File: src/rtl/mem_req_initiator_if.sv
// Valid/ready request channel plus response channel between the MEM-stage
// requester and a memory or NoC responder.
interface mem_req_initiator_if #(
  parameter int ADDR_W = 32,
  parameter int DATA_W = 32
);
  logic              req_valid;
  logic              req_write;
  logic [ADDR_W-1:0] req_addr;
  logic [DATA_W-1:0] req_wdata;
  logic              req_ready;
  logic              resp_valid;
  logic [DATA_W-1:0] resp_rdata;

  modport master (
    output req_valid, req_write, req_addr, req_wdata,
    input  req_ready, resp_valid, resp_rdata
  );

  modport slave (
    input  req_valid, req_write, req_addr, req_wdata,
    output req_ready, resp_valid, resp_rdata
  );
endinterface

File: src/rtl/mem_req_initiator.sv
// MEM-stage data-memory requester: issues one load/store at a time over a
// valid/ready port, stalls the pipeline until the response or a timeout.
module mem_req_initiator #(
  parameter int ADDR_W  = 32,
  parameter int DATA_W  = 32,
  parameter int TIMEOUT = 255
) (
  input  logic              clk,
  input  logic              rst,
  input  logic              Mem_Read_M,
  input  logic              Mem_Write_M,
  input  logic [31:0]       ALU_result_M,
  input  logic [DATA_W-1:0] Write_Data_M,
  output logic              stall_M,
  output logic [DATA_W-1:0] mem_read_M,
  output logic              access_err_M,
  mem_req_initiator_if.master bus
);

  localparam int CNT_W = (TIMEOUT < 1) ? 1 : $clog2(TIMEOUT + 1);
  localparam logic [CNT_W-1:0] TIMEOUT_C = CNT_W'(TIMEOUT);

  typedef enum logic [1:0] {S_IDLE, S_REQ, S_WAIT, S_DONE} state_e;

  state_e            state_q, state_d;
  logic              write_q, write_d;
  logic [ADDR_W-1:0] addr_q, addr_d;
  logic [DATA_W-1:0] wdata_q, wdata_d;
  logic [DATA_W-1:0] rdata_q, rdata_d;
  logic [CNT_W-1:0]  cnt_q, cnt_d;
  logic              err_q, err_d;

  logic             op, aligned, issue, reject;
  logic [CNT_W-1:0] cnt_inc;

  assign op      = Mem_Read_M | Mem_Write_M;
  assign aligned = (ALU_result_M[1:0] == 2'b00);
  assign issue   = op & aligned & ~(Mem_Read_M & Mem_Write_M);
  assign reject  = op & ~issue;
  assign cnt_inc = cnt_q + CNT_W'(1);

  always_ff @(posedge clk or negedge rst) begin
    if (!rst) begin
      state_q <= S_IDLE;
      write_q <= 1'b0;
      addr_q  <= '0;
      wdata_q <= '0;
      rdata_q <= '0;
      cnt_q   <= '0;
      err_q   <= 1'b0;
    end else begin
      state_q <= state_d;
      write_q <= write_d;
      addr_q  <= addr_d;
      wdata_q <= wdata_d;
      rdata_q <= rdata_d;
      cnt_q   <= cnt_d;
      err_q   <= err_d;
    end
  end

  always_comb begin
    state_d = state_q;
    write_d = write_q;
    addr_d  = addr_q;
    wdata_d = wdata_q;
    rdata_d = rdata_q;
    cnt_d   = cnt_q;
    err_d   = 1'b0;
    unique case (state_q)
      S_IDLE: begin
        if (issue) begin
          write_d = Mem_Write_M;
          addr_d  = ALU_result_M[ADDR_W-1:0];
          wdata_d = Write_Data_M;
          state_d = S_REQ;
        end else if (reject) begin
          err_d = 1'b1;
        end
      end
      S_REQ: begin
        if (bus.req_ready) begin
          cnt_d = '0;
          if (bus.resp_valid) begin
            rdata_d = write_q ? '0 : bus.resp_rdata;
            state_d = S_DONE;
          end else begin
            state_d = S_WAIT;
          end
        end
      end
      S_WAIT: begin
        cnt_d = cnt_inc;
        // A response arriving in the last allowed cycle still beats the timeout.
        if (bus.resp_valid) begin
          rdata_d = write_q ? '0 : bus.resp_rdata;
          state_d = S_DONE;
        end else if (cnt_inc == TIMEOUT_C) begin
          err_d   = 1'b1;
          rdata_d = '0;
          state_d = S_DONE;
        end
      end
      S_DONE: begin
        rdata_d = '0;
        state_d = S_IDLE;
      end
      default: state_d = S_IDLE;
    endcase
  end

  // Gated by reset so every output reads 0 while reset is held.
  assign stall_M = rst & (((state_q == S_IDLE) & issue) |
                          (state_q == S_REQ) | (state_q == S_WAIT));

  assign mem_read_M    = rdata_q;
  assign access_err_M  = err_q;
  assign bus.req_valid = (state_q == S_REQ);
  assign bus.req_write = write_q;
  assign bus.req_addr  = addr_q;
  assign bus.req_wdata = wdata_q;

endmodule

File: src/flat_wrapper.sv
// flat-port wrapper written by rule: the top's interface ports become plain ports
module mem_req_initiator_flat 
#(
  parameter int ADDR_W  = 32,
  parameter int DATA_W  = 32,
  parameter int TIMEOUT = 255
)
  (clk, rst, Mem_Read_M, Mem_Write_M, ALU_result_M, Write_Data_M, stall_M, mem_read_M, access_err_M, bus_req_valid, bus_req_write, bus_req_addr, bus_req_wdata, bus_req_ready, bus_resp_valid, bus_resp_rdata);
  mem_req_initiator_if #(.ADDR_W(ADDR_W), .DATA_W(DATA_W)) bus_i ();
  input  logic clk;
  input  logic rst;
  input  logic Mem_Read_M;
  input  logic Mem_Write_M;
  input  logic [31:0] ALU_result_M;
  input  logic [DATA_W-1:0] Write_Data_M;
  output logic stall_M;
  output logic [DATA_W-1:0] mem_read_M;
  output logic access_err_M;
  output wire logic [$bits(bus_i.req_valid)-1:0] bus_req_valid;
  output wire logic [$bits(bus_i.req_write)-1:0] bus_req_write;
  output wire logic [$bits(bus_i.req_addr)-1:0] bus_req_addr;
  output wire logic [$bits(bus_i.req_wdata)-1:0] bus_req_wdata;
  input wire logic [$bits(bus_i.req_ready)-1:0] bus_req_ready;
  input wire logic [$bits(bus_i.resp_valid)-1:0] bus_resp_valid;
  input wire logic [$bits(bus_i.resp_rdata)-1:0] bus_resp_rdata;
  assign bus_req_valid = bus_i.req_valid;
  assign bus_req_write = bus_i.req_write;
  assign bus_req_addr = bus_i.req_addr;
  assign bus_req_wdata = bus_i.req_wdata;
  assign bus_i.req_ready = bus_req_ready;
  assign bus_i.resp_valid = bus_resp_valid;
  assign bus_i.resp_rdata = bus_resp_rdata;
  mem_req_initiator #(.ADDR_W(ADDR_W), .DATA_W(DATA_W), .TIMEOUT(TIMEOUT)) u_core (.clk(clk), .rst(rst), .Mem_Read_M(Mem_Read_M), .Mem_Write_M(Mem_Write_M), .ALU_result_M(ALU_result_M), .Write_Data_M(Write_Data_M), .stall_M(stall_M), .mem_read_M(mem_read_M), .access_err_M(access_err_M), .bus(bus_i));
endmodule
File: config.mk
export PLATFORM = sky130hd
export DESIGN_NAME = mem_req_initiator_flat
export DESIGN_NICKNAME = d
export VERILOG_FILES = /design/src/rtl/mem_req_initiator_if.sv /design/src/rtl/mem_req_initiator.sv /design/src/flat_wrapper.sv
export SDC_FILE = /design/constraint.sdc
export NUM_CORES = 1
export LEC_CHECK = 0
export ABC_AREA = 1
export CORE_MARGIN = 1
export CORE_UTILIZATION = 35
export DETAILED_ROUTE_END_ITERATION = 8
export GPL_TIMING_DRIVEN = 0
export PLACE_DENSITY = 0.79
export SLEW_MARGIN = 40
export SYNTH_ARGS = -nofsm -noshare
export SYNTH_HDL_FRONTEND = slang
export SYNTH_SLANG_ARGS = --single-unit
File: constraint.sdc
create_clock -name clk -period 1.8 [get_ports clk]
set_input_delay 0.54 -clock clk [delete_from_list [all_inputs] [get_ports clk]]
set_output_delay 0.54 -clock clk [all_outputs]
set_load 0.05 [all_outputs]
Word level (Yosys, flattened, before mapping):

Index checks and enable logic that the tools add are counted.

* register bits after elaboration: 108
* input port bits: 102
* output and inout port bits: 100
* word-level logic and storage cells: 54

* $add $sub $neg: 1
* equal/unequal tests: 8
* muxes and demuxes: 19
* bitwise operators: 11
* reductions and logical operators: 8

Operators with widths (number)
* 2-to-1 mux 32 bit: 5
* one-hot mux 32 bit (3 select lines): 1
* one-hot mux 8 bit (2 select lines): 1
* adder 8 x 1 -> 8 bit, second input constant: 1
* == test 8 bit, second input constant: 1
* 2-to-1 mux 2 bit: 4
* 2-to-1 mux 8 bit: 1
* one-hot mux 2 bit (4 select lines): 1
* AND 1 bit: 6
* inequality test 2 x 1 -> 1 bit, second input constant: 3
* 2-to-1 mux 1 bit: 5
* == test 2 bit, second input constant: 2
* logical NOT 2 bit: 2
* AND reduction 2 bit: 2
* AND reduction 4 bit: 1
* inequality test 3 x 2 -> 1 bit, second input constant: 1
* OR 1 bit: 3
* AND reduction 3 bit: 1
* nonzero test 3 bit: 1
* == test 2 x 1 -> 1 bit, second input constant: 1
* inverter 1 bit: 2
* one-hot mux 1 bit (2 select lines): 1
* nonzero test 2 bit: 1

Longest topological paths before layout:

* depth after elaboration: 8
* mapped depth: 13
* depth with buffers taken out: 12

Least setup slack after synthesis:

Ideal clock, no wire load.

* path kind: register to output
* start point: register u_core.state_q[1]
* end point: output stall_M
* data arrival time: 1.946 ns
* data required time: 1.260 ns
* slack: -0.686 ns
* stages on the path, launching flop included: 5
* path buffers: 0
* path through: dfrtp_1 > inv_1 > ha_1 > inv_2 > a31oi_1

* elaborated cells between the ends (all ways): 7
* those cells by class: 2 x eq/ne; 4 x bitwise; 1 x reduce/logical

RTL lines
* start: declaration: line mem_req_initiator.sv:25 `state_e state_q, state_d;`
* start signal: assignment: line mem_req_initiator.sv:52 `state_q <= state_d;`
* == test 2 x 1 -> 1 bit
* named net bus_req_valid: line flat_wrapper.sv:19 `output wire logic [$bits(bus_i.req_valid)-1:0] bus_req_valid;`
* OR 1 bit: line mem_req_initiator.sv:113 `assign stall_M = rst & (((state_q == S_IDLE) & issue) |`
* OR 1 bit: line mem_req_initiator.sv:114 `(state_q == S_REQ) | (state_q == S_WAIT));`
* AND 1 bit: line mem_req_initiator.sv:113
* end: declaration: line flat_wrapper.sv:16 `output logic stall_M;`

The timed path passes the listed nets, and every way through them passes these cells.

Final worst setup path:

* start point: input ALU_result_M[1]
* end point: output stall_M

* word-level cells in the longest chain between the ends: 7

RTL lines
* start: declaration: line flat_wrapper.sv:14 `input logic [31:0] ALU_result_M;`
* logical NOT 2 bit: line mem_req_initiator.sv:37 `assign aligned = (ALU_result_M[1:0] == 2'b00);`
* AND 1 bit (2 in series): line mem_req_initiator.sv:38 `assign issue = op & aligned & ~(Mem_Read_M & Mem_Write_M);`
* AND 1 bit: line mem_req_initiator.sv:113
* OR 1 bit: line mem_req_initiator.sv:113
* OR 1 bit: line mem_req_initiator.sv:114
* AND 1 bit: line mem_req_initiator.sv:113

Every way passes these cells.

==> results.md <==
* Status: complete, but fails checks
* Violated checks: setup timing
* Num CTS Buffers at 9
* Slowest cell on crit path: nor3_4
* Total track usage at about 20%
* Gr ovfl total at 0
* Routability Congestion at 0.7740
* Synth warnings at 0
* Boundary Pins at 202
* Core ar. at 0.01319 sq mm
* Fin area at 0.007771 sq mm
* Power, Total at 15.36 mW
* Fill cells at 1146
* Via/cell ratio at roughly 4.5
* First-pass GRT wire length at 22090 microns
* Yosys top cell by area: dfrtp_1
* Syn_area_per_cell at slightly above 8 sq um
* Rows at 42
* Critical path data required time at 1.26 ns
* Register area share after synthesis at 57.14%
* Final hold viol count at 0
* Most common cell in the netlist: nand2_1
* Dpl cell area at 0.007036 sq mm
* Routed WL at 13630 microns
* CTS Buffer Depth at 2
* Syn Nets at 690
* # port buffers at 201
* RSZ-0062 raised after global routing: yes
* Setup TNS Final at -1.607 ns
* Worst path cell trace: clkdlybuf4s15_1 -> nor3_4 -> nand3_4 -> buf_8 -> a31oi_4 -> buf_6
* Overall die area at 0.01398 sq mm
* Pin count of the biggest net entering global routing at 54
* Worst Hold Slack at 0.05291 ns
* Post-synth ARST share at between 90% and 100%
* Top cells by count, synth: nand2_1 (268), dfrtp_1 (108), inv_1 (48)
* Setup ws final at -0.3091 ns
* Worst-Skew Late Latency at 0.35 ns
* Htree depth at 3
* Clk_skew at 0.006209 ns
* Setup violators final at 28
* Min cycle time layout at 2.109 ns
* Worst EP arrival at 1.57 ns
* Setup crit start kind: input port
* Area Overhead vs Synth at 64.31%
* Post-synth cell types at 24
* VDD IR max at 1.136 mV
* CTS tree: done
* R2R Setup Slk at -0.13 ns
* Crit-path max FO at 2
* Ys flop type: dfrtp_1
* Yosys reg bits at roughly 110
* Worst slew pin tran at 0.6545 ns
* Clock tree sinks at ~110
* CTS clk-pin slew, worst paths at 0.06 ns
* HP Class: in -> async
* Vias post-DR at 4529
* Diodes inserted at 0
* # DRC at 0
* Syn Inst Count at 581
* Initial Utilization at between 30 and 40%
* Nets@finish at 927
* Seq. cell area at between 0.002 and 0.003 sq mm
* Vias in the first global route at 4504
* Crit Path Class: in -> out
* Die height at 118.2 microns
* Initial antenna violation count at 0
* Multi-input gate area at about 0.0020 sq mm
* EDFF count, synth at 0
* Die X at 118.2 microns
* Final period util at 117.2%
* Pre-Repair DR Iteration Count at 7
* Max_cap viols at 0
* Netlist Area Pre-Place at 0.004730 sq mm
* Area contributors post-synth: dfrtp_1 (57%), nand2_1 (21%), nand3_1 (4.4%), inv_1 (3.8%), nor2_1 (3.5%)
* Ratio of cells with drive above 1 in the final layout at roughly 22%
* P_leak at ~4.0 nW
* Max incr delay on CP at around 0.25 ns
* Avg WL per Cell at 13.65 microns
* Pwr/cell area at 1976 mW/mm^2
* Max Freq at around 470 MHz
* Placed wire-length estimate at 8993 microns
* Max-Slew Margin vs Limit at 56.37%
* Initial drt markers at approximately 300
* Slew Viols, Final at 0
* Antenna-violating nets left at 0
* Yosys top cell area share at 57.14%
* Worst Setup End Kind: output port
* CTS root buffer: clkbuf_16
-- what timing repair did --
action	4_1_cts	5_1_grt
cloned	3	2
hold buffers	0	0
resized for setup	193	149
endpoints found under the setup margin	186	126
setup buffers	13	6
pin swaps	18	11
-- where the power goes --
group | leakage [nW] | switching [mW] | internal, mW | total [mW]
logic | 2.46 | 6.19 | 2.93 | 9.12
registers | 1.37 | 0.660 | 3.46 | 4.12
clock network | 0.156 | 0.868 | 1.25 | 2.12
total | 3.99 | 7.72 | 7.64 | 15.4
-- area by class of cell --
type                       instances  area share (%)
sequential                       108           34.79
clock inverter                     4          0.9499
inverter                          50           2.447
multi-input combinational        397           25.37
timing repair buffer             226           27.71
tap                              176           2.834
buffer                            26           2.769
clock buffer                      11           3.123
-- worst max-delay path: cells and delay by family --
family / cells / cell delay (ns)
buf+inv: 3 / 0.51
simple gates: 2 / 0.35
compound gates: 1 / 0.17
-- metal layers --
metal / vias up / part of all wire (%) / global-route usage [%]
li1: 2228 / - / -
met1: 2128 / 42 / 24.66
met2: 158 / 49 / 32.54
met3: 15 / 8.1 / 6.178
met4: 0 / 1.6 / 7.692
met5: - / 0 / 0
-- worst paths after layout --
| path | from | to | depth (start not counted) |
|---|---|---|---|
| max in group asynchronous | rst | u_core.cnt_q[7] | 2 |
| min in group clk | u_core.bus.req_wdata[6] | u_core.bus.req_wdata[6] | 2 |
| setup / recovery | ALU_result_M[1] | stall_M | 6 |
| hold reg to reg | u_core.bus.req_wdata[6] | u_core.bus.req_wdata[6] | 2 |
| hold / removal | rst | u_core.mem_read_M[18] | 1 |
| setup reg to reg | u_core.state_q[0] | u_core.mem_read_M[29] | 11 |
-- cell usage in the layout (no fill, tap or decap), types with 7 or more instances in the layout --
cell type,Yosys,routed
nand2_1,268,241
dfrtp_1,108,107
clkdlybuf4s50_1,0,96
clkdlybuf4s15_1,0,58
inv_1,48,44
nand2_2,13,36
nand3_1,42,35
clkbuf_2,0,35
nor2_1,44,29
buf_4,3,17
clkbuf_16,0,12
nor2_2,1,11
dlygate4sd2_1,0,10
buf_6,3,7
-- per-stage QoR --
| step | utilization [%] | worst slack (ns) | std cells |
|---|---|---|---|
| after floorplan | - | -0.1094 | 581 |
| after global placement | 53.09 | -5.029 | 958 |
| after detailed placement | 53.34 | -1.315 | 959 |
| after CTS | 57.38 | -0.3187 | 990 |
| after global routing | 58.92 | -0.3473 | 998 |
| final | 58.92 | -0.3091 | 998 |
-- logic make-up after synthesis --
logic type / Yosys count / share of synthesized area, %
and+or+nand+nor: 372 / 31.88
DFF: 108 / 57.14
xor gates and xnor gates: 1 / 0.1852
AOI/OAI and AO/OA: 17 / 2.064
adders and majority gates: 7 / 1.852
buffers and inverters: 76 / 6.878
-- sequential cells by signal (all words and copies together) (netlist names) --
register,cells
u_core.mem_read_M,32
u_core.access_err_M,1
u_core.cnt_q,8
u_core.bus.req_addr,32
u_core.bus.req_write,1
u_core.state_q,2
u_core.bus.req_wdata,32
Note: power is estimated with default switching activity, not from simulation.
